==> src/rtl/mpsoc_ahb3_spram_master.sv <==
// AHB3-Lite single-transfer master: turns a command/response handshake into pipelined
// NONSEQ transfers, honouring wait states and the two-cycle ERROR response.
module mpsoc_ahb3_spram_master #(
    parameter int HADDR_SIZE = 64,
    parameter int HDATA_SIZE = 64
) (
    input  logic                  HCLK,
    input  logic                  HRESETn,

    input  logic                  cmd_req,
    output logic                  cmd_ack,
    input  logic                  cmd_we,
    input  logic [HADDR_SIZE-1:0] cmd_addr,
    input  logic [2:0]            cmd_size,
    input  logic [HDATA_SIZE-1:0] cmd_wdata,

    output logic                  rsp_valid,
    output logic [HDATA_SIZE-1:0] rsp_rdata,
    output logic                  rsp_err,

    output logic                  HSEL,
    output logic [HADDR_SIZE-1:0] HADDR,
    output logic                  HWRITE,
    output logic [2:0]            HSIZE,
    output logic [2:0]            HBURST,
    output logic [3:0]            HPROT,
    output logic [1:0]            HTRANS,
    output logic                  HMASTLOCK,
    output logic [HDATA_SIZE-1:0] HWDATA,
    input  logic [HDATA_SIZE-1:0] HRDATA,
    input  logic                  HREADY,
    input  logic                  HRESP
);

    localparam logic [1:0] IDLE   = 2'b00;
    localparam logic [1:0] NONSEQ = 2'b10;

    typedef enum logic {RUN, ERR} state_t;

    state_t                  state;
    logic                    ap_valid;
    logic                    ap_we;
    logic [HDATA_SIZE-1:0]   ap_wdata;
    logic                    dp_valid;
    logic                    dp_we;
    logic                    ap_adv;
    logic                    dp_done;

    assign HBURST    = 3'b000;
    assign HPROT     = 4'b0011;
    assign HMASTLOCK = 1'b0;

    // HADDR/HWRITE/HSIZE double as the address-phase register's addr/we/size fields
    assign cmd_ack = HRESETn & cmd_req & (state == RUN) & (~ap_valid | HREADY);
    // In ERR the bus shows IDLE, so a held command has not had an address phase yet
    assign ap_adv  = (state == RUN) & ap_valid & HREADY;
    assign dp_done = dp_valid & HREADY;

    always_ff @(posedge HCLK or negedge HRESETn) begin
        if (!HRESETn) begin
            state     <= RUN;
            ap_valid  <= 1'b0;
            ap_we     <= 1'b0;
            ap_wdata  <= '0;
            dp_valid  <= 1'b0;
            dp_we     <= 1'b0;
            HSEL      <= 1'b0;
            HTRANS    <= IDLE;
            HADDR     <= '0;
            HWRITE    <= 1'b0;
            HSIZE     <= 3'b000;
            HWDATA    <= '0;
            rsp_valid <= 1'b0;
            rsp_rdata <= '0;
            rsp_err   <= 1'b0;
        end else begin
            if (cmd_ack) begin
                ap_valid <= 1'b1;
                ap_we    <= cmd_we;
                ap_wdata <= cmd_wdata;
                HADDR    <= cmd_addr;
                HWRITE   <= cmd_we;
                HSIZE    <= cmd_size;
            end else if (ap_adv) begin
                ap_valid <= 1'b0;
            end

            if (ap_adv) begin
                dp_valid <= 1'b1;
                dp_we    <= ap_we;
                if (ap_we) HWDATA <= ap_wdata;
            end else if (dp_done) begin
                dp_valid <= 1'b0;
            end

            rsp_valid <= dp_done;
            rsp_err   <= dp_done & HRESP;
            rsp_rdata <= (dp_done & ~dp_we) ? HRDATA : '0;

            case (state)
                RUN: begin
                    if (dp_valid & HRESP & ~HREADY) begin
                        state  <= ERR;
                        HTRANS <= IDLE;
                        HSEL   <= 1'b0;
                    end else if (cmd_ack) begin
                        HTRANS <= NONSEQ;
                        HSEL   <= 1'b1;
                    end else if (ap_adv) begin
                        HTRANS <= IDLE;
                        HSEL   <= 1'b0;
                    end
                end
                ERR: begin
                    if (HREADY) begin
                        state <= RUN;
                        if (ap_valid) begin
                            HTRANS <= NONSEQ;
                            HSEL   <= 1'b1;
                        end
                    end
                end
            endcase
        end
    end

endmodule

==> config.mk <==
export PLATFORM = sky130hd
export DESIGN_NAME = mpsoc_ahb3_spram_master
export DESIGN_NICKNAME = d
export VERILOG_FILES = /design/src/rtl/mpsoc_ahb3_spram_master.sv
export SDC_FILE = /design/constraint.sdc
export NUM_CORES = 1
export LEC_CHECK = 0
export ABC_AREA = 0
export CORE_AREA = 5 5 158 160
export DETAILED_ROUTE_END_ITERATION = 7
export DIE_AREA = 0 0 163 165
export PLACE_DENSITY = 0.88
export SETUP_SLACK_MARGIN = 0.05
export SLEW_MARGIN = 20
export SYNTH_ARGS = -nofsm -noshare
export SYNTH_HDL_FRONTEND = slang
export SYNTH_SLANG_ARGS = --single-unit
==> constraint.sdc <==
create_clock -name HCLK -period 4.9 [get_ports HCLK]
set_input_delay 0.49 -clock HCLK [delete_from_list [all_inputs] [get_ports HCLK]]
set_output_delay 0.49 -clock HCLK [all_outputs]
set_load 0.01 [all_outputs]
-- Yosys cells after proc, flatten, opt, wreduce, memory -nomap -nowiden
Index checks and enable logic that the tools add are counted.
- bits in registers: 269
- input bits: 201
- output and inout port bits: 210
- equality and inequality tests: 3
- mux-type cells: 18
- bitwise logic cells: 15
- reductions and logical operators: 4
- operators by type and width (operator ; count):
    64-bit two-way mux ; 1
    1-bit bitwise AND ; 10
    2-bit two-way mux ; 5
    1-bit two-way mux ; 9
    4-bit by 3-bit inequality test with 1-bit output, second input constant ; 1
    1-bit inverter ; 4
    1-bit one-hot mux with 2 select lines ; 2
    2-bit one-hot mux with 2 select lines ; 1
    2-bit nonzero test ; 2
    3-bit AND reduction ; 1
    2-bit by 1-bit inequality test with 1-bit output, second input constant ; 1
    2-bit inequality test, second input constant ; 1
    2-bit AND reduction ; 1
    1-bit bitwise OR ; 1

-- Logic depth before layout (Yosys ltp)
Gate-level depths: netlist of run 1.
- depth after elaboration: 7
- mapped depth: 6
- gate-level depth less buffers: 3

-- Worst setup path before layout of run 1
No wires, ideal clock.
- kind: flip-flop to flip-flop
- from: register ap_valid
- to: register HADDR[10]
- data arrival time: 1.489 ns
- slack: 3.284 ns
- stages on the path, launching flop included: 6
- clock period less this slack: 1.616 ns
- path through: dfrtp_1 > nor2b_1 > nor3_4 > buf_4 > buf_6 > mux2_1
- cells in the longest elaborated chain, start to end: 3
- ends and longest elaborated chain (what ; line ; text):
    from (decl) ; 41 ; logic ap_valid;
    from (signal assigned) ; 62 ; ap_valid <= 1'b0;
    from (signal assigned) ; 78 ; ap_valid <= 1'b1;
    from (signal assigned) ; 85 ; ap_valid <= 1'b0;
    1-bit inverter ; 54 ; assign cmd_ack = HRESETn & cmd_req & (state == RUN) & (~ap_valid | HREADY);
    1-bit bitwise OR ; 54 ;
    1-bit bitwise AND ; 54 ;
    to (signal assigned) ; 81 ; HADDR <= cmd_addr;
    to (decl) ; 22 ; output logic [HADDR_SIZE-1:0] HADDR,
No other way between the ends.
A chain may end at the register's enable or synchronous reset.

-- Worst setup path in the final report of run 1
- from: input HRESETn
- to: output cmd_ack
- cells in the longest elaborated chain, start to end: 3
- ends and longest elaborated chain (what ; line ; text):
    from (decl) ; 8 ; input logic HRESETn,
    1-bit bitwise AND (3 in a row) ; 54 ;
    to (decl) ; 11 ; output logic cmd_ack,
No other way between the ends.

==> report_table.html, run 1 <==
<table>
<tr><th>Metric</th><th>Value</th></tr>
<tr><th colspan="2">Final layout</th></tr>
<tr><td>Post-route standard cell area excluding fillers</td><td>14900 um2</td></tr>
<tr><td>Fraction of the core area covered by cells at the end of the flow</td><td>0.639</td></tr>
<tr><td>P&amp;R area growth vs syn</td><td>53.6%</td></tr>
<tr><td>Share of cells above drive strength 1</td><td>0.197</td></tr>
<tr><td>Number of nets in the final layout</td><td>1197</td></tr>
<tr><td>Number of antenna repair diodes</td><td>0</td></tr>
<tr><th colspan="2">Routing</th></tr>
<tr><td>ANT nets after route</td><td>0</td></tr>
<tr><td>First-iteration detailed-routing DRC count</td><td>268</td></tr>
<tr><td>Initial DRT Pass Iterations</td><td>4</td></tr>
<tr><td>Total vias in the final route</td><td>6233</td></tr>
<tr><td>Detailed-route DRC error count</td><td>0</td></tr>
<tr><td>Routed wire length</td><td>26.4 mm</td></tr>
<tr><td>Vias per Instance</td><td>4.67</td></tr>
<tr><td>WL per Instance</td><td>19.8 um</td></tr>
<tr><th colspan="2">Clocking</th></tr>
<tr><td>Total clock buffers created by CTS</td><td>28</td></tr>
<tr><td>Number of setup buffers added after CTS</td><td>0</td></tr>
<tr><td>Hold Buf Count CTS</td><td>1</td></tr>
<tr><td>Number of gates resized after CTS</td><td>0</td></tr>
<tr><td>Clock-pin slew of the registers on the worst-case setup and hold paths</td><td>0.07 ns</td></tr>
<tr><td>CTS H-tree lvls</td><td>1</td></tr>
<tr><td>CTS tree</td><td>built</td></tr>
<tr><td>Max Buffers Root-to-Sink</td><td>3</td></tr>
<tr><td>Clock Sink Count</td><td>267</td></tr>
<tr><td>Clk Latency, worst-skew pair</td><td>0.53 ns</td></tr>
<tr><td>Root Buffer Master</td><td>clkbuf_16</td></tr>
<tr><th colspan="2">Synth</th></tr>
<tr><td>Yosys top cell area share</td><td>0.691</td></tr>
<tr><td>Synth area leader</td><td>dfrtp_1</td></tr>
<tr><td>Cell types with the largest area share after synthesis</td><td>dfrtp_1 (69%), mux2_2 (17%), mux2_1 (5.8%)</td></tr>
<tr><td>Count of synthesis-stage warnings from yosys</td><td>0</td></tr>
<tr><td>Area of the mapped netlist</td><td>9670 um2</td></tr>
<tr><td>Post-synthesis cell count</td><td>590</td></tr>
<tr><td>Count of different cell masters after synthesis</td><td>21</td></tr>
<tr><td>Post-Syn Area per Cell</td><td>16.4 um2</td></tr>
<tr><td>Synthesis-stage register bit count</td><td>267</td></tr>
<tr><td>Part of the Yosys area used for sequential elements</td><td>0.691</td></tr>
<tr><th colspan="2">Floorplan</th></tr>
<tr><td>Number of standard-cell rows in the floorplan</td><td>56</td></tr>
<tr><td>Floorplan die height</td><td>165 um</td></tr>
<tr><td>Initial Util</td><td>0.416</td></tr>
<tr><td>Horizontal die dimension</td><td>163 um</td></tr>
<tr><td>Area of the die</td><td>26900 um2</td></tr>
<tr><td>Placeable core region</td><td>23300 um2</td></tr>
<tr><td>Number of ports placed on the die boundary</td><td>411</td></tr>
<tr><th colspan="2">Power and ir drop</th></tr>
<tr><td>Clock Power Share</td><td>0.280</td></tr>
<tr><td>NetSw</td><td>1.94 mW</td></tr>
<tr><td>Switching share of total power</td><td>0.266</td></tr>
<tr><td>Power per cell area</td><td>490 nW/um2</td></tr>
<tr><td>Sequential power share</td><td>0.427</td></tr>
<tr><td>Internal cell power</td><td>5.34 mW</td></tr>
<tr><td>Leak pwr</td><td>6.38 nW</td></tr>
<tr><td>Combinational group share of total power</td><td>0.292</td></tr>
<tr><td>Peak supply drop</td><td>0.000308 V</td></tr>
<tr><th colspan="2">STA</th></tr>
<tr><td>Slew of the pin with the lowest slew margin</td><td>0.960 ns</td></tr>
<tr><td>RSZ-0062 raised after global routing</td><td>no</td></tr>
<tr><td>Fmax</td><td>340 MHz</td></tr>
<tr><td>Clock period minus final worst setup slack</td><td>2.94 ns</td></tr>
<tr><td>Worst-case clock skew</td><td>0.00696 ns</td></tr>
<tr><td>Final Max Tran Viols</td><td>0</td></tr>
<tr><td>Total negative slack</td><td>0 ns</td></tr>
<tr><td>Hold Slack</td><td>0.485 ns</td></tr>
<tr><td>Final Setup Violations</td><td>0</td></tr>
<tr><td>Final critical-path share of the clock period</td><td>0.601</td></tr>
<tr><td>Number of endpoints with negative hold slack in the final report</td><td>0</td></tr>
<tr><td>Slew headroom</td><td>0.360</td></tr>
<tr><th colspan="2">GRT</th></tr>
<tr><td>Global route total overflow</td><td>0</td></tr>
<tr><td>Total Routing Usage GR</td><td>0.192</td></tr>
<tr><td>First-pass GRT wire length</td><td>40.0 mm</td></tr>
<tr><td>Via count of the first global-routing pass</td><td>6953</td></tr>
<tr><td>Maximum number of pins on one net before global-route repair</td><td>135</td></tr>
<tr><td>Antenna violations before repair</td><td>2</td></tr>
<tr><th colspan="2">Critical path</th></tr>
<tr><td>Path type of the worst setup path</td><td>input port to primary output</td></tr>
<tr><td>Worst reg2reg endpoint</td><td>HADDR[42]</td></tr>
<tr><td>Data required time at the worst endpoint</td><td>4.41 ns</td></tr>
<tr><td>Delay contributed by the slowest stage of the critical path</td><td>0.61 ns</td></tr>
<tr><td>Element type at the critical path end</td><td>primary output</td></tr>
<tr><td>Startpoint type of the worst setup path</td><td>input port</td></tr>
<tr><td>Critical register-to-register path startpoint</td><td>ap_valid</td></tr>
<tr><td>Worst r2r path cells</td><td>4</td></tr>
<tr><td>Endpoint arrival time on the critical path</td><td>2.45 ns</td></tr>
<tr><td>Worst reg2reg setup slack</td><td>2.74 ns</td></tr>
<tr><td>Worst-path cell chain</td><td>dlygate4sd3_1 -&gt; buf_8 -&gt; nand2_1 -&gt; nor3_4 -&gt; clkdlybuf4s50_1</td></tr>
<tr><td>Maximum fanout along the worst path</td><td>58</td></tr>
<tr><td>Slowest cell on crit path</td><td>clkdlybuf4s50_1</td></tr>
<tr><th colspan="2">Worst hold path</th></tr>
<tr><td>Class of the tightest hold or removal check</td><td>input port to asynchronous set/reset pin</td></tr>
<tr><th colspan="2">Place</th></tr>
<tr><td>Cell area reported after detailed placement</td><td>13900 um2</td></tr>
<tr><td>Routability congestion estimate</td><td>0.803</td></tr>
<tr><td>Port Buffer Count</td><td>401</td></tr>
<tr><td>HPWL reported at the end of detailed placement</td><td>19.0 mm</td></tr>
<tr><th colspan="2">Job</th></tr>
<tr><td>Max Cap Violations</td><td>0</td></tr>
<tr><th colspan="2">Run status</th></tr>
<tr><td>Outcome</td><td>finished, final reports clean</td></tr>
</table>
final cells by class:
| type | instances | area [um2] |
|---|---|---|
| tap | 319 | 399 |
| clock inverter | 11 | 100 |
| fill | 1753 | 8400 |
| inverter | 2 | 7.51 |
| clock buffer | 39 | 802 |
| sequential | 267 | 6680 |
| timing repair buffer | 408 | 4100 |
| multi-input combinational | 289 | 2770 |
worst max-delay path, delay by kind of cell:
| family | cells | cell delay (ns) |
|---|---|---|
| buf+inv | 3 | 1.56 |
| simple gates | 2 | 0.38 |
power groups by stage:
stage          Clock [mW]  Combinational, mW  Sequential (mW)
2_1_floorplan           0              0.621             3.31
4_1_cts              2.10               2.17             3.12
6_report             2.04               2.13             3.11
3_3_place_gp            0               2.10             3.10
3_5_place_dp            0               2.15             3.15
5_1_grt              2.20               2.27             3.19
synthesized netlist by cell type:
master / instances
a21o_1: 1
nor2_1: 1
buf_2: 17
nand2_1: 5
o21ai_0: 2
a211o_1: 1
buf_6: 5
nand3b_1: 2
buf_4: 11
clkbuf_1: 6
mux2_1: 50
nor3_4: 1
a21oi_1: 1
inv_1: 2
and3_1: 2
dfrtp_1: 267
mux2_2: 146
nor2b_1: 2
conb_1: 2
nand4_1: 1
and2_1: 65
worst max path at each step:
| stage | startpoint | endpoint | slack, ns | cells past startpoint |
|---|---|---|---|---|
| floorplan | ap_valid | HADDR[10] | 3.28 | 5 |
| global placement | HREADY | ap_wdata[15] | 2.22 | 5 |
| detailed placement | HREADY | ap_wdata[13] | 2.17 | 5 |
| CTS | HRESETn | cmd_ack | 1.92 | 5 |
| global route | HRESETn | cmd_ack | 1.79 | 5 |
| finish | HRESETn | cmd_ack | 1.96 | 5 |
flip-flops by register name, summed over array words and instances, names as in the netlist:
register / cells
HADDR: 64
HWDATA: 64
ap_wdata: 64
rsp_rdata: 64
HSIZE: 3
HTRANS: 1
ap_valid: 1
ap_we: 1
dp_valid: 1
dp_we: 1
rsp_err: 1
rsp_valid: 1
state: 1
placed cells by master (no fill, tap or decap), types with 2 or more instances in the layout:
cell type        netlist  final
nand2_1                5      5
conb_1                 2      9
inv_1                  2      2
and2_1                65     65
and3_1                 2      2
clkbuf_1               6      5
clkdlybuf4s50_1        0    400
nand3b_1               2      2
clkinvlp_4             0      2
clkbuf_8               0      6
dfrtp_1              267    267
mux2_2               146    146
o21ai_0                2      2
buf_4                 11      4
clkbuf_16              0     28
buf_12                 0      2
clkinv_2               0      6
mux2_1                50     50
cells by family after synthesis:
logic type,Yosys count,synth area share
buffers and inverters,41,0.0263
other,2,0.000776
and+or+nand+nor,79,0.0508
DFF,267,0.691
muxes,196,0.228
AOI/OAI and AO/OA,5,0.00323
per-layer routing:
layer	routed length (um)	vias to the layer above	GRT usage
met5	25	-	0
met4	736	4	0.0606
met3	2580	53	0.0719
met2	13800	269	0.345
met1	9320	3115	0.210
li1	-	2792	-
per-stage QoR:
| step | setup WS, ns | power, mW | std cells |
|---|---|---|---|
| after floorplan | 3.28 | 3.93 | 597 |
| after global placement | 2.22 | 5.20 | 1283 |
| after detailed placement | 2.17 | 5.29 | 1283 |
| after CTS | 1.92 | 7.38 | 1334 |
| after global routing | 1.79 | 7.66 | 1335 |
| final | 1.96 | 7.28 | 1335 |
Power figures use the tool's default switching activity.
==> run 2: changes to the inputs <==
--- a/config.mk
+++ b/config.mk
@@ -6,10 +6,10 @@
 export NUM_CORES = 1
 export LEC_CHECK = 0
 export ABC_AREA = 0
-export CORE_AREA = 5 5 158 160
+export CORE_MARGIN = 5
+export CORE_UTILIZATION = 43
 export DETAILED_ROUTE_END_ITERATION = 7
-export DIE_AREA = 0 0 163 165
-export PLACE_DENSITY = 0.88
+export PLACE_DENSITY = 0.9
 export SETUP_SLACK_MARGIN = 0.05
 export SLEW_MARGIN = 20
 export SYNTH_ARGS = -nofsm -noshare
==> constraint.sdc (replaced) <==
create_clock -name HCLK -period 2.85 [get_ports HCLK]
set_input_delay 0.285 -clock HCLK [delete_from_list [all_inputs] [get_ports HCLK]]
set_output_delay 0.285 -clock HCLK [all_outputs]
set_load 0.01 [all_outputs]
==> report_table.html, run 2 (synthesized netlist as in run 1, its figures left out) <==
<table>
<tr><th>Metric</th><th>Value</th></tr>
<tr><th colspan="2">Critical path</th></tr>
<tr><td>Delay contributed by the slowest stage of the critical path</td><td>0.56 ns (was 0.61 ns)</td></tr>
<tr><td>Data required time at the worst endpoint</td><td>2.57 ns (was 4.41 ns)</td></tr>
<tr><td>Endpoint arrival time on the critical path</td><td>2.14 ns (was 2.45 ns)</td></tr>
<tr><td>Worst r2r path cells</td><td>6 (was 4)</td></tr>
<tr><td>Dominant delay contributor by cell family on the critical path</td><td>buffers and inverters (unchanged)</td></tr>
<tr><td>Startpoint type of the worst setup path</td><td>input port (unchanged)</td></tr>
<tr><td>Number of buffer and inverter stages on the critical path</td><td>4 (was 3)</td></tr>
<tr><td>Slowest cell on crit path</td><td>dlygate4sd3_1 (was clkdlybuf4s50_1)</td></tr>
<tr><td>Worst setup startpoint</td><td>HRESETn (unchanged)</td></tr>
<tr><td>Path type of the worst setup path</td><td>input port to primary output (unchanged)</td></tr>
<tr><td>Element type at the critical path end</td><td>primary output (unchanged)</td></tr>
<tr><td>Maximum fanout along the worst path</td><td>26 (was 58)</td></tr>
<tr><td>Worst-path cell chain</td><td>dlygate4sd3_1 -&gt; buf_8 -&gt; nand2_1 -&gt; nor3_4 -&gt; buf_12 -&gt; clkdlybuf4s50_1 (was dlygate4sd3_1 -&gt; buf_8 -&gt; nand2_1 -&gt; nor3_4 -&gt; clkdlybuf4s50_1)</td></tr>
<tr><td>Critical register-to-register path startpoint</td><td>ap_valid (unchanged)</td></tr>
<tr><td>Logic depth of the worst setup path including buffers</td><td>6 (was 5)</td></tr>
<tr><th colspan="2">Routing</th></tr>
<tr><td>Routed wire length</td><td>27.4 mm (was 26.4 mm)</td></tr>
<tr><td>ANT nets after route</td><td>0 (unchanged)</td></tr>
<tr><td>Detailed-route DRC error count</td><td>0 (unchanged)</td></tr>
<tr><td>Total vias in the final route</td><td>6331 (was 6233)</td></tr>
<tr><td>Initial DRT Pass Iterations</td><td>4 (unchanged)</td></tr>
<tr><td>First-iteration detailed-routing DRC count</td><td>199 (was 268)</td></tr>
<tr><td>Vias per Instance</td><td>4.85 (was 4.67)</td></tr>
<tr><td>WL per Instance</td><td>21.0 um (was 19.8 um)</td></tr>
<tr><th colspan="2">STA</th></tr>
<tr><td>Slew headroom</td><td>0.381 (was 0.360)</td></tr>
<tr><td>Worst-case clock skew</td><td>0.0131 ns (was 0.00696 ns)</td></tr>
<tr><td>RSZ-0062 raised after global routing</td><td>no (unchanged)</td></tr>
<tr><td>Total negative slack</td><td>0 ns (unchanged)</td></tr>
<tr><td>Fmax</td><td>412 MHz</td></tr>
<tr><td>Clock period minus final worst setup slack</td><td>2.43 ns</td></tr>
<tr><td>Slew of the pin with the lowest slew margin</td><td>0.928 ns (was 0.960 ns)</td></tr>
<tr><td>Number of endpoints with negative hold slack in the final report</td><td>0 (unchanged)</td></tr>
<tr><td>Final Max Tran Viols</td><td>0 (unchanged)</td></tr>
<tr><td>Final critical-path share of the clock period</td><td>0.852</td></tr>
<tr><td>Final Setup Violations</td><td>0 (unchanged)</td></tr>
<tr><th colspan="2">GRT</th></tr>
<tr><td>First-pass GRT wire length</td><td>42.3 mm (was 40.0 mm)</td></tr>
<tr><td>Total Routing Usage GR</td><td>0.207 (was 0.192)</td></tr>
<tr><td>Antenna violations before repair</td><td>1 (was 2)</td></tr>
<tr><td>Maximum number of pins on one net before global-route repair</td><td>179 (was 135)</td></tr>
<tr><td>Global route total overflow</td><td>0 (unchanged)</td></tr>
<tr><td>Via count of the first global-routing pass</td><td>7147 (was 6953)</td></tr>
<tr><th colspan="2">Floorplan</th></tr>
<tr><td>Floorplan die height</td><td>160 um (was 165 um)</td></tr>
<tr><td>Number of standard-cell rows in the floorplan</td><td>54 (was 56)</td></tr>
<tr><td>Number of ports placed on the die boundary</td><td>411 (unchanged)</td></tr>
<tr><td>Placeable core region</td><td>22000 um2 (was 23300 um2)</td></tr>
<tr><td>Area of the die</td><td>25600 um2 (was 26900 um2)</td></tr>
<tr><td>Initial Util</td><td>0.441 (was 0.416)</td></tr>
<tr><td>Horizontal die dimension</td><td>160 um (was 163 um)</td></tr>
<tr><th colspan="2">Clocking</th></tr>
<tr><td>Root Buffer Master</td><td>clkbuf_16 (unchanged)</td></tr>
<tr><td>CTS H-tree lvls</td><td>1 (unchanged)</td></tr>
<tr><td>CTS tree</td><td>built (unchanged)</td></tr>
<tr><td>Max Buffers Root-to-Sink</td><td>3 (unchanged)</td></tr>
<tr><td>Clk Latency, worst-skew pair</td><td>0.53 ns (about the same)</td></tr>
<tr><td>Total clock buffers created by CTS</td><td>27 (was 28)</td></tr>
<tr><td>Clock Sink Count</td><td>267 (unchanged)</td></tr>
<tr><td>Number of gates resized after CTS</td><td>0 (unchanged)</td></tr>
<tr><td>Clock-pin slew of the registers on the worst-case setup and hold paths</td><td>0.06 ns (was 0.07 ns)</td></tr>
<tr><th colspan="2">Place</th></tr>
<tr><td>HPWL reported at the end of detailed placement</td><td>19.7 mm (was 19.0 mm)</td></tr>
<tr><td>Routability congestion estimate</td><td>0.908 (was 0.803)</td></tr>
<tr><td>Port Buffer Count</td><td>401 (unchanged)</td></tr>
<tr><td>Placed cells</td><td>1250 (was 1283)</td></tr>
<tr><th colspan="2">Final layout</th></tr>
<tr><td>P&amp;R area growth vs syn</td><td>55.0% (was 53.6%)</td></tr>
<tr><td>Count of placed standard cells in the final layout, fillers left out</td><td>1305 (was 1335)</td></tr>
<tr><td>Number of nets in the final layout</td><td>1205 (was 1197)</td></tr>
<tr><td>Commonest cells after routing, fill and taps aside</td><td>clkdlybuf4s50_1 (400), dfrtp_1 (267), mux2_2 (146) (unchanged)</td></tr>
<tr><td>Share of cells above drive strength 1</td><td>0.208 (was 0.197)</td></tr>
<tr><td>Fraction of the core area covered by cells at the end of the flow</td><td>0.683 (was 0.639)</td></tr>
<tr><td>Leading cell type in the layout, fill and taps excluded</td><td>clkdlybuf4s50_1 (unchanged)</td></tr>
<tr><th colspan="2">Power and ir drop</th></tr>
<tr><td>Power per cell area</td><td>858 nW/um2 (was 490 nW/um2)</td></tr>
<tr><td>Peak supply drop</td><td>0.000637 V (was 0.000308 V)</td></tr>
<tr><td>Leak pwr</td><td>6.49 nW (was 6.38 nW)</td></tr>
<tr><th colspan="2">Job</th></tr>
<tr><td>Max Cap Violations</td><td>0 (unchanged)</td></tr>
<tr><th colspan="2">Run status</th></tr>
<tr><td>Outcome</td><td>finished, final reports clean (unchanged)</td></tr>
<tr><th colspan="2">Worst hold path</th></tr>
<tr><td>Class of the tightest hold or removal check</td><td>input port to asynchronous set/reset pin (unchanged)</td></tr>
</table>
run 2: through the flow:
stage                     cell area, um2  hold slack [ns]  worst slack (ns)  power (mW)
final                              15000            0.182             0.423        12.9
after global routing               15000            0.170             0.320        13.5
after CTS                          14900            0.166             0.131        13.0
after detailed placement           14000            0.143             0.509        9.14
after global placement             14000            0.138             0.492        8.96
after floorplan                     9700          -0.0106              1.23        6.76
run 2: final timing paths:
check / endpoint / slack [ns]
min in group HCLK: rsp_rdata[46] / 0.30
max: cmd_ack / 0.42
min reg2reg: HADDR[27] / 0.48
max reg2reg: ap_wdata[27] / 0.91
min: HADDR[19] / 0.18
max in group asynchronous: HWDATA[29] / 0.77
run 2: repair_timing:
action,CTS,global route
setup buffers,0,4
hold buffers,1,0
setup endpoints to repair,0,1
hold endpoints to repair,24,0
run 2: power by group:
part           switching, mW  internal [mW]
clock network           1.45           2.34
registers              0.541           4.82
logic                   1.38           2.33
total                   3.37           9.49
run 2: layer usage:
layer | GRT usage | part of all wire | vias to the layer above
li1 | - | - | 2809
met1 | 0.234 | 0.37 | 3203
met2 | 0.373 | 0.52 | 264
met3 | 0.0655 | 0.079 | 55
met4 | 0.0712 | 0.032 | 0
met5 | 0 | 0 | -
run 2: area by class of cell:
| type | instances | area, um2 |
|---|---|---|
| antenna | 1 | 2.50 |
| clock buffer | 40 | 855 |
| clock inverter | 9 | 128 |
| fill | 1446 | 6960 |
| inverter | 2 | 7.51 |
| multi-input combinational | 289 | 2770 |
| sequential | 267 | 6680 |
| tap | 280 | 350 |
| timing repair buffer | 417 | 4200 |
==> run 3: changes to the inputs <==
--- a/config.mk
+++ b/config.mk
@@ -6,10 +6,11 @@
 export NUM_CORES = 1
 export LEC_CHECK = 0
 export ABC_AREA = 0
-export CORE_MARGIN = 5
-export CORE_UTILIZATION = 43
+export CORE_AREA = 5 5 158 160
 export DETAILED_ROUTE_END_ITERATION = 7
-export PLACE_DENSITY = 0.9
+export DIE_AREA = 0 0 163 165
+export DONT_BUFFER_PORTS = 1
+export PLACE_DENSITY = 0.65
 export SETUP_SLACK_MARGIN = 0.05
 export SLEW_MARGIN = 20
 export SYNTH_ARGS = -nofsm -noshare
==> constraint.sdc (replaced) <==
create_clock -name HCLK -period 2.85 [get_ports HCLK]
set_input_delay 0.855 -clock HCLK [delete_from_list [all_inputs] [get_ports HCLK]]
set_output_delay 0.855 -clock HCLK [all_outputs]
set_load 0.1 [all_outputs]
==> report_table.html, run 3 (synthesized netlist as in run 1, its figures left out) <==
<table>
<tr><th>Metric</th><th>Value</th></tr>
<tr><th colspan="2">Clocking</th></tr>
<tr><td>Hold Buf Count CTS</td><td>0 (was 1)</td></tr>
<tr><td>Root Buffer Master</td><td>clkbuf_16 (unchanged)</td></tr>
<tr><td>Clk Latency, worst-skew pair</td><td>0.52 ns (was 0.53 ns)</td></tr>
<tr><td>Clock-pin slew of the registers on the worst-case setup and hold paths</td><td>0.06 ns (about the same)</td></tr>
<tr><td>CTS H-tree lvls</td><td>1 (unchanged)</td></tr>
<tr><td>Number of setup buffers added after CTS</td><td>0 (unchanged)</td></tr>
<tr><td>Number of gates resized after CTS</td><td>0 (unchanged)</td></tr>
<tr><td>Total clock buffers created by CTS</td><td>28 (was 27)</td></tr>
<tr><td>Max Buffers Root-to-Sink</td><td>3 (unchanged)</td></tr>
<tr><td>CTS tree</td><td>built (unchanged)</td></tr>
<tr><td>Clock Sink Count</td><td>267 (unchanged)</td></tr>
<tr><th colspan="2">Routing</th></tr>
<tr><td>Met2 routed WL</td><td>11.3 mm (was 14.2 mm)</td></tr>
<tr><td>Total routed wire length on the met1 layer</td><td>7.26 mm (was 10.1 mm)</td></tr>
<tr><td>Met3 wirelength from detailed routing</td><td>2.58 mm (was 2.16 mm)</td></tr>
<tr><td>Initial DRT Pass Iterations</td><td>4 (unchanged)</td></tr>
<tr><td>First-iteration detailed-routing DRC count</td><td>240 (was 199)</td></tr>
<tr><td>Top layer in use</td><td>met5 (was met4)</td></tr>
<tr><td>Total vias in the final route</td><td>4816 (was 6331)</td></tr>
<tr><td>ANT nets after route</td><td>0 (unchanged)</td></tr>
<tr><td>WL per Instance</td><td>22.2 um (was 21.0 um)</td></tr>
<tr><td>Routed wire length</td><td>21.5 mm (was 27.4 mm)</td></tr>
<tr><td>Vias per Instance</td><td>4.96 (was 4.85)</td></tr>
<tr><td>Detailed-route DRC error count</td><td>0 (unchanged)</td></tr>
<tr><th colspan="2">Final layout</th></tr>
<tr><td>Number of nets in the final layout</td><td>829 (was 1205)</td></tr>
<tr><td>Number of filler instances in the final layout</td><td>1946 (was 1446)</td></tr>
<tr><td>Leading cell type in the layout, fill and taps excluded</td><td>dfrtp_1 (was clkdlybuf4s50_1)</td></tr>
<tr><td>Share of cells above drive strength 1</td><td>0.366 (was 0.208)</td></tr>
<tr><td>Commonest cells after routing, fill and taps aside</td><td>dfrtp_1 (266), mux2_2 (146), and2_1 (65) (was clkdlybuf4s50_1 (400), dfrtp_1 (267), mux2_2 (146))</td></tr>
<tr><td>Count of placed standard cells in the final layout, fillers left out</td><td>970 (was 1305)</td></tr>
<tr><td>P&amp;R area growth vs syn</td><td>16.9% (was 55.0%)</td></tr>
<tr><th colspan="2">Critical path</th></tr>
<tr><td>Endpoint arrival time on the critical path</td><td>1.59 ns (was 2.14 ns)</td></tr>
<tr><td>Data required time at the worst endpoint</td><td>2.00 ns (was 2.57 ns)</td></tr>
<tr><td>Worst-path cell chain</td><td>nand2_1 -&gt; nor3_4 -&gt; buf_12 (was dlygate4sd3_1 -&gt; buf_8 -&gt; nand2_1 -&gt; nor3_4 -&gt; buf_12 -&gt; clkdlybuf4s50_1)</td></tr>
<tr><td>Delay contributed by the slowest stage of the critical path</td><td>0.22 ns (was 0.56 ns)</td></tr>
<tr><td>Element type at the critical path end</td><td>primary output (unchanged)</td></tr>
<tr><td>Path type of the worst setup path</td><td>input port to primary output (unchanged)</td></tr>
<tr><td>Maximum fanout along the worst path</td><td>268 (was 26)</td></tr>
<tr><td>Slowest cell on crit path</td><td>buf_12 (was dlygate4sd3_1)</td></tr>
<tr><td>Startpoint type of the worst setup path</td><td>input port (unchanged)</td></tr>
<tr><th colspan="2">STA</th></tr>
<tr><td>Final Setup Violations</td><td>0 (unchanged)</td></tr>
<tr><td>RSZ-0062 raised after global routing</td><td>no (unchanged)</td></tr>
<tr><td>Number of endpoints with negative hold slack in the final report</td><td>0 (unchanged)</td></tr>
<tr><td>Slew of the pin with the lowest slew margin</td><td>0.962 ns (was 0.928 ns)</td></tr>
<tr><td>Clock period minus final worst setup slack</td><td>2.45 ns (was 2.43 ns)</td></tr>
<tr><td>Worst-case clock skew</td><td>0.0140 ns (was 0.0131 ns)</td></tr>
<tr><td>Slew headroom</td><td>0.358 (was 0.381)</td></tr>
<tr><td>Total negative slack</td><td>0 ns (unchanged)</td></tr>
<tr><td>Final critical-path share of the clock period</td><td>0.859 (was 0.852)</td></tr>
<tr><td>Final Max Tran Viols</td><td>0 (unchanged)</td></tr>
<tr><td>Fmax</td><td>409 MHz (was 412 MHz)</td></tr>
<tr><th colspan="2">Floorplan</th></tr>
<tr><td>Number of standard-cell rows in the floorplan</td><td>56 (was 54)</td></tr>
<tr><td>Placeable core region</td><td>23300 um2 (was 22000 um2)</td></tr>
<tr><td>Floorplan die height</td><td>165 um (was 160 um)</td></tr>
<tr><td>Initial Util</td><td>0.416 (was 0.441)</td></tr>
<tr><td>Number of ports placed on the die boundary</td><td>411 (unchanged)</td></tr>
<tr><td>Horizontal die dimension</td><td>163 um (was 160 um)</td></tr>
<tr><td>Area of the die</td><td>26900 um2 (was 25600 um2)</td></tr>
<tr><th colspan="2">GRT</th></tr>
<tr><td>Total Routing Usage GR</td><td>0.154 (was 0.207)</td></tr>
<tr><td>Global route total overflow</td><td>0 (unchanged)</td></tr>
<tr><td>Via count of the first global-routing pass</td><td>5435 (was 7147)</td></tr>
<tr><td>Maximum number of pins on one net before global-route repair</td><td>269 (was 179)</td></tr>
<tr><td>First-pass GRT wire length</td><td>32.4 mm (was 42.3 mm)</td></tr>
<tr><td>Antenna violations before repair</td><td>4 (was 1)</td></tr>
<tr><th colspan="2">Place</th></tr>
<tr><td>Port Buffer Count</td><td>0 (was 401)</td></tr>
<tr><td>Placed cells</td><td>917 (was 1250)</td></tr>
<tr><td>Routability congestion estimate</td><td>0.776 (was 0.908)</td></tr>
<tr><td>HPWL reported at the end of detailed placement</td><td>15.8 mm (was 19.7 mm)</td></tr>
<tr><th colspan="2">Job</th></tr>
<tr><td>Max Cap Violations</td><td>0 (unchanged)</td></tr>
<tr><th colspan="2">Worst hold path</th></tr>
<tr><td>Class of the tightest hold or removal check</td><td>input port to asynchronous set/reset pin (unchanged)</td></tr>
<tr><th colspan="2">Run status</th></tr>
<tr><td>Outcome</td><td>finished, final reports clean (unchanged)</td></tr>
</table>
==> run 3: routing by layer <==
metal,vias up,GRT usage
met3,28,0.0729
met5,-,0
met2,265,0.272
li1,2056,-
met4,2,0.0343
met1,2465,0.169
==> run 3: through the flow <==
| step | cell area (um2) | setup slack (ns) | util | hold slack, ns |
|---|---|---|---|---|
| 4_1_cts | 11300 | 0.400 | 0.486 | 0.00588 |
| 2_1_floorplan | 9700 | 0.289 | - | 0.447 |
| 3_5_place_dp | 10200 | 0.387 | 0.440 | 0.492 |
| 6_report | 11300 | 0.403 | 0.486 | 0.0398 |
| 3_3_place_gp | 10200 | 0.445 | 0.440 | 0.483 |
| 5_1_grt | 11300 | 0.376 | 0.486 | 0.00261 |
==> run 3: worst max-delay path, delay by kind of cell <==
kind	cells	cell delay [ns]
and+or+nand+nor	2	0.33
buffers and inverters	1	0.22
==> run 3: area by class of cell <==
cell class              instances  area, um2  area share
clock buffers                  39        843      0.0745
multi-input cells             289       2770       0.245
repair buffers                 40        375      0.0332
inverters                       2       7.51    0.000664
clock inverters                11        230      0.0204
diodes                          3       7.51    0.000664
well taps                     319        399      0.0353
flip-flops and latches        267       6680       0.591
==> run 3: final timing paths <==
check / depth (start not counted) / slack (ns) / start / to
hold / removal: 0 / 0.04 / HRESETn / HWDATA[0]
hold reg to reg: 2 / 0.49 / dp_we / dp_we
setup reg to reg: 4 / 0.76 / state / HWDATA[35]
min in group HCLK: 1 / 0.43 / HREADY / state
setup / recovery: 3 / 0.40 / HRESETn / cmd_ack
max in group asynchronous: 0 / 2.49 / HRESETn / ap_wdata[55]
Power of run 3 is left out: the tool's default activity adds up to more than one toggle a clock period on the data nets, which glitch-free logic cannot reach.
